**config.mk**
```make
export PLATFORM = sky130hd
export DESIGN_NAME = axi_lite_master_bridge
export DESIGN_NICKNAME = d
export VERILOG_FILES = /design/src/rtl/axi_lite_master_bridge.sv
export SDC_FILE = /design/constraint.sdc
export NUM_CORES = 1
export LEC_CHECK = 0
export CORE_AREA = 2 2 190 192
export DETAILED_ROUTE_END_ITERATION = 7
export DIE_AREA = 0 0 192 194
export PLACE_DENSITY = 0.54
export SLEW_MARGIN = 20
export SYNTH_ARGS = -nofsm -noshare
export SYNTH_HDL_FRONTEND = slang
export SYNTH_SLANG_ARGS = --single-unit
```
**constraint.sdc**
```tcl
create_clock -name clk -period 1.8 [get_ports clk]
set_input_delay 0.27 -clock clk [delete_from_list [all_inputs] [get_ports clk]]
set_output_delay 0.27 -clock clk [all_outputs]
set_load 0.01 [all_outputs]
```
**src/rtl/axi_lite_master_bridge.sv**
```systemverilog
// Core request port to single-beat AXI-lite master bridge.
// Handles one outstanding read or write at a time and pulses valid_o on completion.
module axi_lite_master_bridge #(
  parameter int unsigned C_M_AXI_DATA_WIDTH = 64,
  parameter int unsigned C_M_AXI_ADDR_WIDTH = 64
) (
  input  logic                              clk,
  input  logic                              rstn,
  input  logic [C_M_AXI_ADDR_WIDTH-1:0]     address_i,
  input  logic [C_M_AXI_DATA_WIDTH-1:0]     indata_i,
  input  logic [C_M_AXI_DATA_WIDTH/8-1:0]   mask_i,
  input  logic                              ren_i,
  input  logic                              wen_i,
  output logic [C_M_AXI_DATA_WIDTH-1:0]     outdata_o,
  output logic [1:0]                        resp_o,
  output logic                              valid_o,
  output logic [C_M_AXI_ADDR_WIDTH-1:0]     aw_addr,
  output logic                              aw_valid,
  input  logic                              aw_ready,
  output logic [C_M_AXI_DATA_WIDTH-1:0]     w_data,
  output logic [C_M_AXI_DATA_WIDTH/8-1:0]   w_strb,
  output logic                              w_valid,
  input  logic                              w_ready,
  input  logic [1:0]                        b_resp,
  input  logic                              b_valid,
  output logic                              b_ready,
  output logic [C_M_AXI_ADDR_WIDTH-1:0]     ar_addr,
  output logic                              ar_valid,
  input  logic                              ar_ready,
  input  logic [C_M_AXI_DATA_WIDTH-1:0]     r_data,
  input  logic [1:0]                        r_resp,
  input  logic                              r_valid,
  output logic                              r_ready
);

  localparam int unsigned DW = C_M_AXI_DATA_WIDTH;
  localparam int unsigned AW = C_M_AXI_ADDR_WIDTH;
  localparam int unsigned SW = C_M_AXI_DATA_WIDTH / 8;

  typedef enum logic [2:0] {IDLE, WADDR, WRESP, RADDR, RDATA, DONE} state_e;

  state_e          state_q, state_d;
  logic [AW-1:0]   addr_q, addr_d;
  logic [DW-1:0]   wdata_q, wdata_d;
  logic [SW-1:0]   strb_q, strb_d;
  logic [DW-1:0]   rdata_q, rdata_d;
  logic [1:0]      resp_q, resp_d;
  logic            aw_valid_q, aw_valid_d;
  logic            w_valid_q, w_valid_d;
  logic            b_ready_q, b_ready_d;
  logic            ar_valid_q, ar_valid_d;
  logic            r_ready_q, r_ready_d;
  logic            valid_q, valid_d;
  logic            aw_done_c, w_done_c;

  // A channel counts as done once its valid has dropped or is handshaking now.
  assign aw_done_c = !aw_valid_q || aw_ready;
  assign w_done_c  = !w_valid_q || w_ready;

  always_comb begin
    state_d    = state_q;
    addr_d     = addr_q;
    wdata_d    = wdata_q;
    strb_d     = strb_q;
    rdata_d    = rdata_q;
    resp_d     = resp_q;
    aw_valid_d = aw_valid_q;
    w_valid_d  = w_valid_q;
    b_ready_d  = b_ready_q;
    ar_valid_d = ar_valid_q;
    r_ready_d  = r_ready_q;
    valid_d    = 1'b0;
    case (state_q)
      IDLE: begin
        if (wen_i) begin
          addr_d     = address_i;
          wdata_d    = indata_i;
          strb_d     = mask_i;
          aw_valid_d = 1'b1;
          w_valid_d  = 1'b1;
          state_d    = WADDR;
        end else if (ren_i) begin
          addr_d     = address_i;
          ar_valid_d = 1'b1;
          state_d    = RADDR;
        end
      end
      WADDR: begin
        if (aw_valid_q && aw_ready) aw_valid_d = 1'b0;
        if (w_valid_q && w_ready)   w_valid_d  = 1'b0;
        if (aw_done_c && w_done_c) begin
          b_ready_d = 1'b1;
          state_d   = WRESP;
        end
      end
      WRESP: begin
        if (b_valid) begin
          resp_d    = b_resp;
          b_ready_d = 1'b0;
          valid_d   = 1'b1;
          state_d   = DONE;
        end
      end
      RADDR: begin
        if (ar_ready) begin
          ar_valid_d = 1'b0;
          r_ready_d  = 1'b1;
          state_d    = RDATA;
        end
      end
      RDATA: begin
        if (r_valid) begin
          rdata_d   = r_data;
          resp_d    = r_resp;
          r_ready_d = 1'b0;
          valid_d   = 1'b1;
          state_d   = DONE;
        end
      end
      DONE:    state_d = IDLE;
      default: state_d = IDLE;
    endcase
  end

  always_ff @(posedge clk or negedge rstn) begin
    if (!rstn) begin
      state_q    <= IDLE;
      addr_q     <= '0;
      wdata_q    <= '0;
      strb_q     <= '0;
      rdata_q    <= '0;
      resp_q     <= '0;
      aw_valid_q <= 1'b0;
      w_valid_q  <= 1'b0;
      b_ready_q  <= 1'b0;
      ar_valid_q <= 1'b0;
      r_ready_q  <= 1'b0;
      valid_q    <= 1'b0;
    end else begin
      state_q    <= state_d;
      addr_q     <= addr_d;
      wdata_q    <= wdata_d;
      strb_q     <= strb_d;
      rdata_q    <= rdata_d;
      resp_q     <= resp_d;
      aw_valid_q <= aw_valid_d;
      w_valid_q  <= w_valid_d;
      b_ready_q  <= b_ready_d;
      ar_valid_q <= ar_valid_d;
      r_ready_q  <= r_ready_d;
      valid_q    <= valid_d;
    end
  end

  assign outdata_o = rdata_q;
  assign resp_o    = resp_q;
  assign valid_o   = valid_q;
  assign aw_addr   = addr_q;
  assign aw_valid  = aw_valid_q;
  assign w_data    = wdata_q;
  assign w_strb    = strb_q;
  assign w_valid   = w_valid_q;
  assign b_ready   = b_ready_q;
  assign ar_addr   = addr_q;
  assign ar_valid  = ar_valid_q;
  assign r_ready   = r_ready_q;

endmodule

```
### After elaboration in Yosys (flattened, before gate mapping)

Cells that the tools add are included.

| word-level totals | value |
|---|---|
| register bits after elaboration | 211 |
| bits of input ports | 213 |
| output and inout bits | 272 |
| logic and storage cells | 80 |

| cells by class | value |
|---|---|
| equal/unequal tests | 14 |
| multiplexer cells | 30 |
| reductions and logical operators | 24 |

Operators with widths:

| kind | number |
|---|---|
| 2-to-1 mux 64 bit | 2 |
| 2-to-1 mux 3 bit | 6 |
| != test 2 bit (second input constant) | 9 |
| case mux 3 bit (5 select lines) | 1 |
| AND reduction 3 bit | 5 |
| 2-to-1 mux 1 bit | 12 |
| case mux 1 bit (2 select lines) | 6 |
| nonzero test 2 bit | 6 |
| equality test 3 x 2 -> 1 bit (second input constant) | 2 |
| AND reduction 2 bit | 3 |
| AND reduction 5 bit | 1 |
| 2-to-1 mux 2 bit | 2 |
| case mux 2 bit (2 select lines) | 1 |
| AND reduction 4 bit | 1 |
| equality test 3 x 1 -> 1 bit (second input constant) | 1 |
| equality test 3 bit (second input constant) | 1 |
| logical AND 1 bit | 3 |
| zero test 3 bit | 1 |
| != test 3 bit (second input constant) | 1 |
| zero test 1 bit | 2 |
| logical OR 1 bit | 2 |

### Logic depth before layout (Yosys ltp)

| logic depth | value |
|---|---|
| depth in word-level cells | 5 |
| mapped depth | 6 |
| mapped depth without buffers | 3 |

### Least setup slack after synthesis

OpenSTA, ideal clock, no wires.

| path | value |
|---|---|
| kind | register to register |
| start | register state_q[1] |
| end | register addr_q[4], in the netlist ar_addr[4] |
| library setup time | 0.125 ns |
| arrival time | 1.622 ns |
| required time | 1.675 ns |
| setup slack | 0.053 ns |
| stages on the path, launching flop included | 5 |
| path buffers | 2 |
| period minus slack after synthesis | 1.747 ns |
| cells stage by stage | dfrtp_1 buf_2 nor4_4 buf_6 mux2_2 |

| between the ends | value |
|---|---|
| cells in the longest elaborated chain, start to end | 2 |

RTL lines:

| item | line | text |
|---|---|---|
| from (decl) | 42 | `state_e state_q, state_d;` |
| from (signal assigned) | 140 | `state_q <= state_d;` |
| zero test 3 bit | 73 | `case (state_q)` |
| AND reduction 2 bit (no line) | n/a |  |
| to (signal assigned) | 141 | `addr_q <= addr_d;` |
| to (decl) | 43 | `logic [AW-1:0] addr_q, addr_d;` |

Every way passes these cells.
A chain may end at the register's enable or synchronous reset.

### Worst setup path in the final report

| path | value |
|---|---|
| start | register addr_q[23], in the netlist ar_addr[23] |
| end | output aw_addr[23] |

RTL lines:

| item | line | text |
|---|---|---|
| to (decl) | 17 | `output logic [C_M_AXI_ADDR_WIDTH-1:0] aw_addr,` |

No word-level cell between the ends.

==> summary.md <==
- **post-synthesis async set-or-reset flop share** 100%
- **ratio of routed vias to standard cells** 4.12
- **maximum fanout along the worst path** 2
- **main area contributors after synthesis** dfrtp_1 62%, mux2_2 26%, buf_4 6.0%, buf_2 0.82%, buf_6 0.79%
- **area of the mapped netlist** 8540 um^2
- **count of cell instances traversed by the critical path** 1
- **core area** 35200 um^2
- **count of flip-flops with a built-in enable after synthesis** 0
- **Buf/Inv on CP** 1
- **CTS tree** built
- **peak clock frequency supported by timing** 575 MHz
- **Peak supply drop** 1.12 mV
- **Horiz. Die Dim** 192 um
- **count of buffers inserted at the top-level ports** 484
- **flip-flop and latch count after synthesis** 211
- **Crit path arrival time** 1.47 ns
- **sum of overflow across all layers after global routing** 0
- **critical-path cell with the highest stage delay** clkdlybuf4s50_1
- **pin count of the biggest net entering global routing** 56
- **maximum count of clock buffers along a single path** 3
- **final clock period utilization by the worst path** 96.6%
- **# fillers** 3313
- **mean cell area of the mapped netlist** 15.5 um^2
- **Placement Setup Slack** -0.281 ns
- **Die Outline Area** 37200 um^2
- **slew at the pin closest to its max-slew limit** 0.401 ns
- **H-tree depth** 1
- **list of most frequent post-synthesis cells** 211 x dfrtp_1, 200 x mux2_2, 68 x buf_4
- **global-route wire length before repair** 40400 um
- **Static Leakage** 6.17 nW
- **number of iterations in the first detailed-routing pass** 4
- **Total GRT Usage** 14.0%
- **category of the critical setup timing path** reg2out
- **Max Cap Violations** 0
- **largest area contributor in the netlist** dfrtp_1
- **minimum clock period** 1.74 ns
- **DPL Wire Length** 20600 um
- **setup repair after global routing missed its margin** no
- **result of the run** complete, no violations
- **final number of setup-violating endpoints** 0
- **yosys synthesis warning count** 0
- **via count of the first global-routing pass** 6493
- **routed length per instance** 18.0 um
- **DRC violation total after the first TritonRoute iteration** 106
- **master cell of the clock root buffer** clkbuf_16
- **detailed-route via count** 6114
- **Num Clock Sinks** 211
- **CP Cell Sequence** clkdlybuf4s50_1
- **Skew-Pair Late Insertion Delay** 0.52 ns
- **top-count cell post-synth** dfrtp_1
- **area added between synthesis and finish** 71.5%
- **post-synth net total** 763
- **category of cells accounting for the largest share of critical-path delay** buffers and inverters
- **Crit path required time** 1.53 ns
- **area share of the largest cell type after synthesis** 61.9%
- **overall die height** 194 um
- **fraction of the core area covered by cells at the end of the flow** 41.6%
- **clock transition at the registers of the reported paths** 0.06 ns
- **kind of start point of the critical path** register
- **total power density per cell area** 1830 nW/um^2
- **Initial Util** 24.2%
- **Detailed Route WL** 26800 um
- **TritonCTS Buffers** 25
- **most instantiated flip-flop cell in the synthesis netlist** dfrtp_1
- **Final GP Congestion** 0.752
- **Worst R2R Path Depth** 4
- **detailed-route DRC error count** 0
- **synthesized netlist cell count** 550
- **worst min-delay path category** in2async
- **number of endpoints with negative hold slack in the final report** 0
- **CP peak stage delay** 0.55 ns
- **number of top-level pins** 485
- **final slew viol count** 0
- **number of nets in the final layout** 1219
- **number of antenna violations at the first check in global routing** 0
- **Worst Setup Slack, final** 0.0613 ns
- **type of destination of the critical path** primary output
- **count of nets left with antenna violations after detail routing** 0
- **Total Neg Setup Slack** 0 ns
- **placed cell count** 1437
- **floorplan row count** 69
- **worst clock skew on the final layout** 0.00776 ns
- **fraction of the yosys area taken by sequential cells** 61.9%
- **number of library cell types mapped by synthesis** 28
- **fraction of final layout cells with drive strength greater than 1** 27.9%
- **final non-filler cell total** 1485
- **normalized max-slew margin** 73.3%
- **antenna fix cells** 0
-- worst register-to-register path: cells and delay by family, from the launching register on --
family                 cells  cell delay [ns]
buffers and inverters      2             0.43
DFF                        1             0.49
muxes                      1             0.39
and+or+nand+nor            1             0.30
-- power breakdown --
part	switching (mW)	internal, mW	leakage [nW]
logic	4.68	8.13	3.24
registers	1.54	7.17	2.50
clock network	2.02	3.21	0.431
-- cell families (layout without fill, tap and decap cells) --
family	after synthesis	count (layout)	synth area share [%]
buffers and inverters	92	566	7.77
AND/OR/NAND/NOR	24	24	1.76
AO/OA/AOI/OAI	18	18	1.57
flip-flops	211	211	61.9
multiplexers	205	205	27.0
-- flip-flops by register name (all words and copies together), names as in the netlist --
register / cells
state_q: 3
outdata_o: 64
valid_o: 1
b_ready: 1
w_data: 64
w_strb: 8
w_valid: 1
ar_addr: 64
resp_o: 2
r_ready: 1
aw_valid: 1
ar_valid: 1
-- cell usage in the layout (no fill, tap or decap), drive strengths merged, types with 3 or more instances in the layout --
master / Yosys / layout
mux2: 205 / 205
buf: 90 / 35
dlymetal6s2s: 0 / 26
a21oi: 4 / 4
o2bb2ai: 4 / 4
nand3b: 3 / 3
nand2: 6 / 6
bufinv: 0 / 3
clkdlybuf4s50: 0 / 443
dlygate4sd2: 0 / 14
clkinv: 0 / 9
clkbuf: 0 / 33
nor2: 4 / 4
nand2b: 3 / 3
dfrtp: 211 / 211
-- metal layers --
layer  vias to the layer above  wire [um]  share of wire, %  track usage (%)
li1                       2787          -                 -                -
met1                      2974       9580                36             15.2
met2                       316      13300                50             24.9
met3                        37       3410                13             6.35
met4                         0        485               1.8             3.31
met5                         -          0                 0                0
-- layout make-up --
type / count / area, um^2 / area share [%]
Sequential cell: 211 / 5280 / 36.1
Inverter: 2 / 7.51 / 0.0513
Clock inverter: 12 / 135 / 0.923
Clock buffer: 33 / 716 / 4.89
Timing Repair Buffer: 519 / 5310 / 36.3
Tap cell: 461 / 577 / 3.94
Multi-Input combinational cell: 247 / 2610 / 17.8
-- stage by stage --
step                power (mW)  hold WS, ns  cell area [um^2]
floorplan                 14.7      -0.0256              8540
global placement          21.8        0.216             13700
detailed placement        22.0        0.214             13700
CTS                       27.3        0.238             14600
global route              28.4        0.260             14600
finish                    26.7        0.255             14600
-- what timing repair did --
item | 4_1_cts | 5_1_grt
setup endpoints to repair | 18 | 121
hold endpoints to repair | 59 | 0
resized for setup | 15 | 30
buffers inserted | 2 | 0
hold buffers | 1 | 0
pin swaps | 0 | 0
-- worst paths after layout --
| check | startpoint | endpoint | slack (ns) |
|---|---|---|---|
| max | ar_addr[23] | aw_addr[23] | 0.06 |
| min | rstn | w_data[44] | 0.25 |
| max reg2reg | state_q[1] | w_data[52] | 0.08 |
| min reg2reg | w_data[45] | w_data[45] | 0.50 |
| max in group asynchronous | rstn | ar_addr[35] | 0.86 |
| min in group clk | address_i[12] | ar_addr[12] | 0.35 |
No activity file was read; power rests on OpenSTA's default activity.
